`src/rtl/ifetch_queue.sv`:
```
// ifetch_queue: instruction-fetch front end for the decode stage.
// Owns the fetch PC, issues pipelined instruction-memory requests under a
// credit limit, buffers in-order responses in a small prefetch FIFO and
// presents one instruction per cycle to the IM_ID flop. Redirects flush the
// FIFO and discard every response still in flight; HLT stops new issue.
module ifetch_queue #(
  parameter int          DEPTH  = 4,
  parameter logic [15:0] RST_PC = 16'h0000,
  parameter logic [4:0]  HLT_OP = 5'h0F
) (
  input  logic        clk,
  input  logic        rst_n,
  input  logic        stall_IM_ID,
  input  logic        flow_change_ID_EX,
  input  logic [15:0] dst_ID_EX,
  output logic        im_req,
  output logic [15:0] im_addr,
  input  logic        im_rdy,
  input  logic        im_rvalid,
  input  logic [16:0] im_rdata,
  output logic [16:0] instr,
  output logic [15:0] nxt_pc
);

  localparam int PTR_W = (DEPTH > 1) ? $clog2(DEPTH) : 1;
  localparam int CNT_W = PTR_W + 1;
  // Credit limit: FIFO entries plus outstanding requests may never exceed it.
  localparam logic [CNT_W:0]   CREDITS  = (CNT_W + 1)'(DEPTH);
  localparam logic [CNT_W-1:0] FULL_CNT = CNT_W'(DEPTH);

  // Fetch-side state
  logic [15:0]      r_fetch_pc;
  logic [15:0]      r_ret_pc;
  logic [CNT_W-1:0] r_out_cnt;
  logic [CNT_W-1:0] r_drop_cnt;
  logic             r_halted;

  // Prefetch FIFO: control is reset, storage is not
  logic [16:0]      r_fifo_instr [DEPTH];
  logic [15:0]      r_fifo_pc    [DEPTH];
  logic [PTR_W-1:0] r_wptr;
  logic [PTR_W-1:0] r_rptr;
  logic [CNT_W-1:0] r_count;

  logic             w_empty;
  logic             w_full;
  logic [CNT_W:0]   w_inflight;
  logic             w_credit;
  logic             w_req;
  logic             w_accept;
  logic             w_push;
  logic             w_pop;
  logic [16:0]      w_head_instr;
  logic [15:0]      w_head_pc;
  logic             w_head_hlt;

  assign w_empty      = (r_count == '0);
  assign w_full       = (r_count == FULL_CNT);
  assign w_inflight   = {1'b0, r_count} + {1'b0, r_out_cnt};
  assign w_credit     = (w_inflight < CREDITS);
  assign w_head_instr = r_fifo_instr[r_rptr];
  assign w_head_pc    = r_fifo_pc[r_rptr];
  assign w_head_hlt   = (w_head_instr[16:12] == HLT_OP);

  // Request is held low while reset is asserted so nothing issues from reset.
  assign w_req    = rst_n & ~r_halted & ~flow_change_ID_EX & w_credit;
  assign w_accept = w_req & im_rdy;

  // A response is kept only when no stale responses remain and no redirect is
  // happening this cycle; a redirect-cycle response always belongs to the old
  // stream.
  assign w_push = im_rvalid & ~flow_change_ID_EX & (r_drop_cnt == '0);

  // Redirect has priority over stall, pop and HLT.
  assign w_pop  = ~w_empty & ~stall_IM_ID & ~flow_change_ID_EX;

  assign im_req  = w_req;
  assign im_addr = r_fetch_pc;

  // Present the FIFO head to decode, or a bubble when empty or redirecting.
  always_comb begin
    instr  = 17'h00000;
    nxt_pc = 16'h0000;
    if (!w_empty && !flow_change_ID_EX) begin
      instr  = w_head_instr;
      nxt_pc = w_head_pc + 16'd1;
    end
  end

  // Fetch PC: reload on redirect, advance (with 16-bit wrap) on acceptance.
  always_ff @(posedge clk or negedge rst_n) begin
    if (!rst_n) begin
      r_fetch_pc <= RST_PC;
    end else if (flow_change_ID_EX) begin
      r_fetch_pc <= dst_ID_EX;
    end else if (w_accept) begin
      r_fetch_pc <= r_fetch_pc + 16'd1;
    end
  end

  // Return-address counter tags each kept response with its word address.
  always_ff @(posedge clk or negedge rst_n) begin
    if (!rst_n) begin
      r_ret_pc <= RST_PC;
    end else if (flow_change_ID_EX) begin
      r_ret_pc <= dst_ID_EX;
    end else if (w_push) begin
      r_ret_pc <= r_ret_pc + 16'd1;
    end
  end

  // Outstanding-request count: up on acceptance, down on any response.
  always_ff @(posedge clk or negedge rst_n) begin
    if (!rst_n) begin
      r_out_cnt <= '0;
    end else if (w_accept && !im_rvalid) begin
      r_out_cnt <= r_out_cnt + CNT_W'(1);
    end else if (!w_accept && im_rvalid) begin
      r_out_cnt <= r_out_cnt - CNT_W'(1);
    end
  end

  // Drop count: on redirect every request still outstanding after this
  // cycle's response is stale; later responses consume it one at a time.
  always_ff @(posedge clk or negedge rst_n) begin
    if (!rst_n) begin
      r_drop_cnt <= '0;
    end else if (flow_change_ID_EX) begin
      r_drop_cnt <= r_out_cnt - CNT_W'(im_rvalid);
    end else if (im_rvalid && (r_drop_cnt != '0)) begin
      r_drop_cnt <= r_drop_cnt - CNT_W'(1);
    end
  end

  // Halt latch: set when an HLT leaves the head, cleared by any redirect.
  always_ff @(posedge clk or negedge rst_n) begin
    if (!rst_n) begin
      r_halted <= 1'b0;
    end else if (flow_change_ID_EX) begin
      r_halted <= 1'b0;
    end else if (w_pop && w_head_hlt) begin
      r_halted <= 1'b1;
    end
  end

  // FIFO pointers and occupancy; a redirect empties the queue.
  always_ff @(posedge clk or negedge rst_n) begin
    if (!rst_n) begin
      r_wptr  <= '0;
      r_rptr  <= '0;
      r_count <= '0;
    end else if (flow_change_ID_EX) begin
      r_wptr  <= '0;
      r_rptr  <= '0;
      r_count <= '0;
    end else begin
      if (w_push) begin
        r_wptr <= r_wptr + PTR_W'(1);
      end
      if (w_pop) begin
        r_rptr <= r_rptr + PTR_W'(1);
      end
      if (w_push && !w_pop) begin
        r_count <= r_count + CNT_W'(1);
      end else if (!w_push && w_pop) begin
        r_count <= r_count - CNT_W'(1);
      end
    end
  end

  // FIFO storage write: instruction plus its word address.
  always_ff @(posedge clk) begin
    if (w_push) begin
      r_fifo_instr[r_wptr] <= im_rdata;
      r_fifo_pc[r_wptr]    <= r_ret_pc;
    end
  end

`ifndef SYNTHESIS
  // Overflow or an unsolicited response means the credit logic is broken.
  always @(posedge clk) begin
    if (rst_n) begin
      assert (!(w_push && w_full));
      assert (!(im_rvalid && (r_out_cnt == '0)));
    end
  end
`endif

endmodule

```
`config.mk`:
```
export PLATFORM = sky130hd
export DESIGN_NAME = ifetch_queue
export DESIGN_NICKNAME = d
export VERILOG_FILES = /design/src/rtl/ifetch_queue.sv
export SDC_FILE = /design/constraint.sdc
export NUM_CORES = 1
export LEC_CHECK = 0
export CORE_UTILIZATION = 50
export CTS_BUF_LIST = sky130_fd_sc_hd__clkbuf_4
export CTS_CLUSTER_SIZE = 12
export DETAILED_ROUTE_END_ITERATION = 8
export PLACE_DENSITY = 0.72
export SLEW_MARGIN = 20
export SYNTH_ARGS = -nofsm -noshare
export SYNTH_HDL_FRONTEND = slang
export SYNTH_SLANG_ARGS = --single-unit
```
`constraint.sdc`:
```
create_clock -name clk -period 3.45 [get_ports clk]
set_input_delay 0.345 -clock clk [delete_from_list [all_inputs] [get_ports clk]]
set_output_delay 0.345 -clock clk [all_outputs]
set_load 0.05 [all_outputs]
```
==> flow_summary.yaml <==
run_status:
  outcome: "completed"
floorplanning:
  die_area_um2: 16350
  die_h_um: 127.9
  rows: 45
  initial_utilization_pct: 51.73
  core_um2: 15310
  dieWidth_um: 127.9
  io_pins: 89
critical_path:
  startpoint: "r_rptr[0]$_DFFE_PN0P_"
  path_class: "flop to output pin"
  cp_max_fo: 8
  end_kind: "output pin"
  required_ns: 3.11
  ff2ff_setup_slack_ns: 0.55
  startpoint_type: "flop"
  r2r-end: "r_out_cnt[2]$_DFFE_PN0P_"
  endpoint: "nxt_pc[14]"
  r2r_cells: 10
  r2r_start: "r_out_cnt[2]$_DFFE_PN0P_"
  worstPathArrival_ns: 2.92
flow_run:
  drv_cap: 0
layout:
  drive_gt1_share_pct: 22.36
  num_antenna_cells: 0
  area_growth_syn_to_layout_pct: 23.56
  nets: 704
  n_fill_cell: 1120
  final_cells: 873
min_path:
  hold_depth: 3
  hold_class: "input port to flop"
pwr:
  pwr-share-comb_pct: 39.7
  intPower_mw: 4.173
  swShare_pct: 35.19
  seqPwrFrac_pct: 41.4
  p_per_area_nw_per_um2: 657.8
  ir_drop_v: 0.0002979
  p_clk_share_pct: 18.9
  switching_power_mw: 2.266
  power_leakage_nw: 3.404
  p_total_mw: 6.439
clock_tree:
  numCtsBuffers: 17
  clk_latency_ns: 0.57
  cts.reportedPaths.clkPinSlew_ns: 0.14
  cts_root_buf: "clkbuf_4"
  cts.sinks: 178
  ctsLongestPathBuffers: 2
  cts_tree: "yes"
  htreeDepth: 4
synth:
  synthDistinctLibCells: 45
  ys.flop_type: "edfxtp_1"
  synth_edf_count: 132
  postSynth.asyncResetShare_pct: 25.84
  syn_nets: 598
  synth_largest_area_cell: "edfxtp_1"
  avgSynthCellArea_um2: 14.59
  ys_ff_latch: 178
  syn_area_um2: 7923
  ys_warn_count: 0
  synth.area.top_cells: "edfxtp_1 (50%), dfrtp_1 (15%), mux4_2 (9.1%)"
  synth_top_area_share_pct: 50.03
  synthCells: 543
  ys_seq_area_share_pct: 64.56
global_route:
  track_usage_pct: 21.41
  overflow: 0
  grt_pass1_wl_um: 26190
  grt_max_degree: 47
  antenna_found_initial: 0
  grt_pass1_vias: 5009
placement:
  hpwl_um: 10930
  io_buffers: 88
  dpl.cell_count: 836
  place.gp.congestion: 0.8550
  pre_cts_slack_ns: 0.6074
sta:
  hold_viol_final: 0
  fin_ws_ns: 0.1804
  min_period_ns: 3.270
  fin_setup_tns_ns: 0
  relSlewSlack_pct: 27.91
  final_max_slew_viol_count: 0
  rsz0062_at_grt: "false"
  setup_viol: 0
  max_freq_ghz: 0.3058
  worst_clock_skew_ns: 0.02559
  whs_ns: 0.3792
  worst_pin_slew_ns: 1.073
  period_share_pct: 94.77
routing:
  drt-initial-drc-count: 326
  firstDrtPassIters: 5
  wl_per_cell_um: 18.45
  vias: 4882
  viasPerCell: 5.592
  drc_errors: 0
  drt-total-wl_um: 16110
  antenna_left: 0
==> worst min path at each step <==
stage	slack, ns	start	end
3_3_place_gp	0.50	rst_n	r_out_cnt[0]$_DFFE_PN0P_
4_1_cts	0.32	dst_ID_EX[5]	r_ret_pc[5]$_DFFE_PN0P_
6_report	0.38	dst_ID_EX[5]	r_ret_pc[5]$_DFFE_PN0P_
2_1_floorplan	0.05	rst_n	im_addr[0]$_DFFE_PN0P_
5_1_grt	0.30	dst_ID_EX[5]	r_ret_pc[5]$_DFFE_PN0P_
3_5_place_dp	0.51	rst_n	r_drop_cnt[1]$_DFFE_PN0P_
==> layout by cell type, fill, tap and decap left out, types with 3 or more instances in the layout <==
| master | count |
|---|---|
| a21oi_1 | 11 |
| a31oi_1 | 4 |
| and2_1 | 19 |
| and3_2 | 4 |
| buf_12 | 34 |
| buf_4 | 21 |
| bufinv_16 | 3 |
| clkbuf_4 | 19 |
| clkdlybuf4s50_1 | 53 |
| clkinvlp_4 | 6 |
| dfrtp_1 | 45 |
| edfxtp_1 | 132 |
| ha_1 | 14 |
| inv_1 | 19 |
| mux2_2 | 10 |
| mux4_2 | 32 |
| nand2_1 | 42 |
| nand3_1 | 18 |
| nand4_1 | 9 |
| nor2_1 | 39 |
| nor3_1 | 8 |
| nor3b_1 | 3 |
| nor4_1 | 3 |
| o211ai_1 | 3 |
| o21ai_0 | 25 |
| o311ai_0 | 5 |
| or3_1 | 4 |
| xnor2_1 | 30 |
| xor2_1 | 9 |
==> synth_stat cells (4+ instances only) <==
cell	count
o311ai_0	5
xnor2_1	30
mux4_2	32
a31oi_1	4
nor3_1	10
inv_1	19
and2_1	19
clkbuf_1	14
nand4_1	9
buf_2	6
and3_1	6
mux2_2	10
ha_1	14
o21ai_0	25
edfxtp_1	132
nand3_1	19
nand2_1	42
xor2_1	9
nor2_1	39
dfrtp_1	46
or3_1	4
a21oi_1	11
==> state kept, by name (all words and copies together), names as in the netlist <==
signal and flops:
r_fifo_instr 68, r_fifo_pc 64, im_addr 16, r_ret_pc 16, r_count 3, r_drop_cnt 3, r_out_cnt 3, r_rptr 2
r_wptr 2, r_halted 1
==> power groups by stage <==
stage	clock network, mW	registers [mW]	logic (mW)
finish	1.22	2.67	2.55
global route	1.34	2.70	2.72
CTS	1.24	2.68	2.51
detailed placement	0	2.73	2.49
global placement	0	2.71	2.44
floorplan	0	2.75	1.50
==> final cells by class <==
class / count / area, um^2 / area share, %
timing repair buffer: 110 / 1384 / 14.14
tap: 211 / 264.0 / 2.697
inverter: 21 / 78.83 / 0.8052
multi-input combinational: 321 / 2640 / 26.97
clock inverter: 13 / 161.4 / 1.649
sequential: 178 / 5119 / 52.29
clock buffer: 19 / 142.6 / 1.457
==> critical path, stage by stage (launching register included) <==
cell and delay (ns):
dfrtp_4 0.57, buf_4 0.20, mux4_2 0.38, ha_1 0.22, nand2_1 0.16, nor3_2 0.31
a21oi_1 0.13, a31o_2 0.25, buf_12 0.15
==> what timing repair did <==
item,4_1_cts,5_1_grt
gates resized for setup,2,3
setup buffers,0,4
hold buffers,1,0
setup endpoints to repair,5,7
endpoints found under the hold margin,46,0
==> metrics by stage <==
| step | cell area [um^2] | utilization (%) |
|---|---|---|
| floorplan | 7923 | - |
| global placement | 9412 | 61.45 |
| detailed placement | 9412 | 61.45 |
| CTS | 9733 | 63.55 |
| global route | 9789 | 63.92 |
| finish | 9789 | 63.92 |
==> cell families (layout without fill, tap and decap cells) <==
kind of cell / count (synthesis) / count (layout) / synth area share [%]
flip-flops: 178 / 178 / 64.56
XOR/XNOR: 39 / 39 / 4.311
multiplexers: 46 / 46 / 11.23
buffers and inverters: 44 / 163 / 2.416
AO/OA/AOI/OAI: 53 / 53 / 3.964
AND/OR/NAND/NOR: 167 / 167 / 10.80
adder cells (fa/ha/maj): 16 / 16 / 2.716
==> layer usage <==
metal,global-route usage (%),share of wire (%),up-vias
li1,-,-,2247
met1,29.46,46,2466
met2,34.56,49,160
met3,5.175,4.8,9
met4,5.467,0.78,0
met5,0,0,-
(Power assumes the default switching activity.)
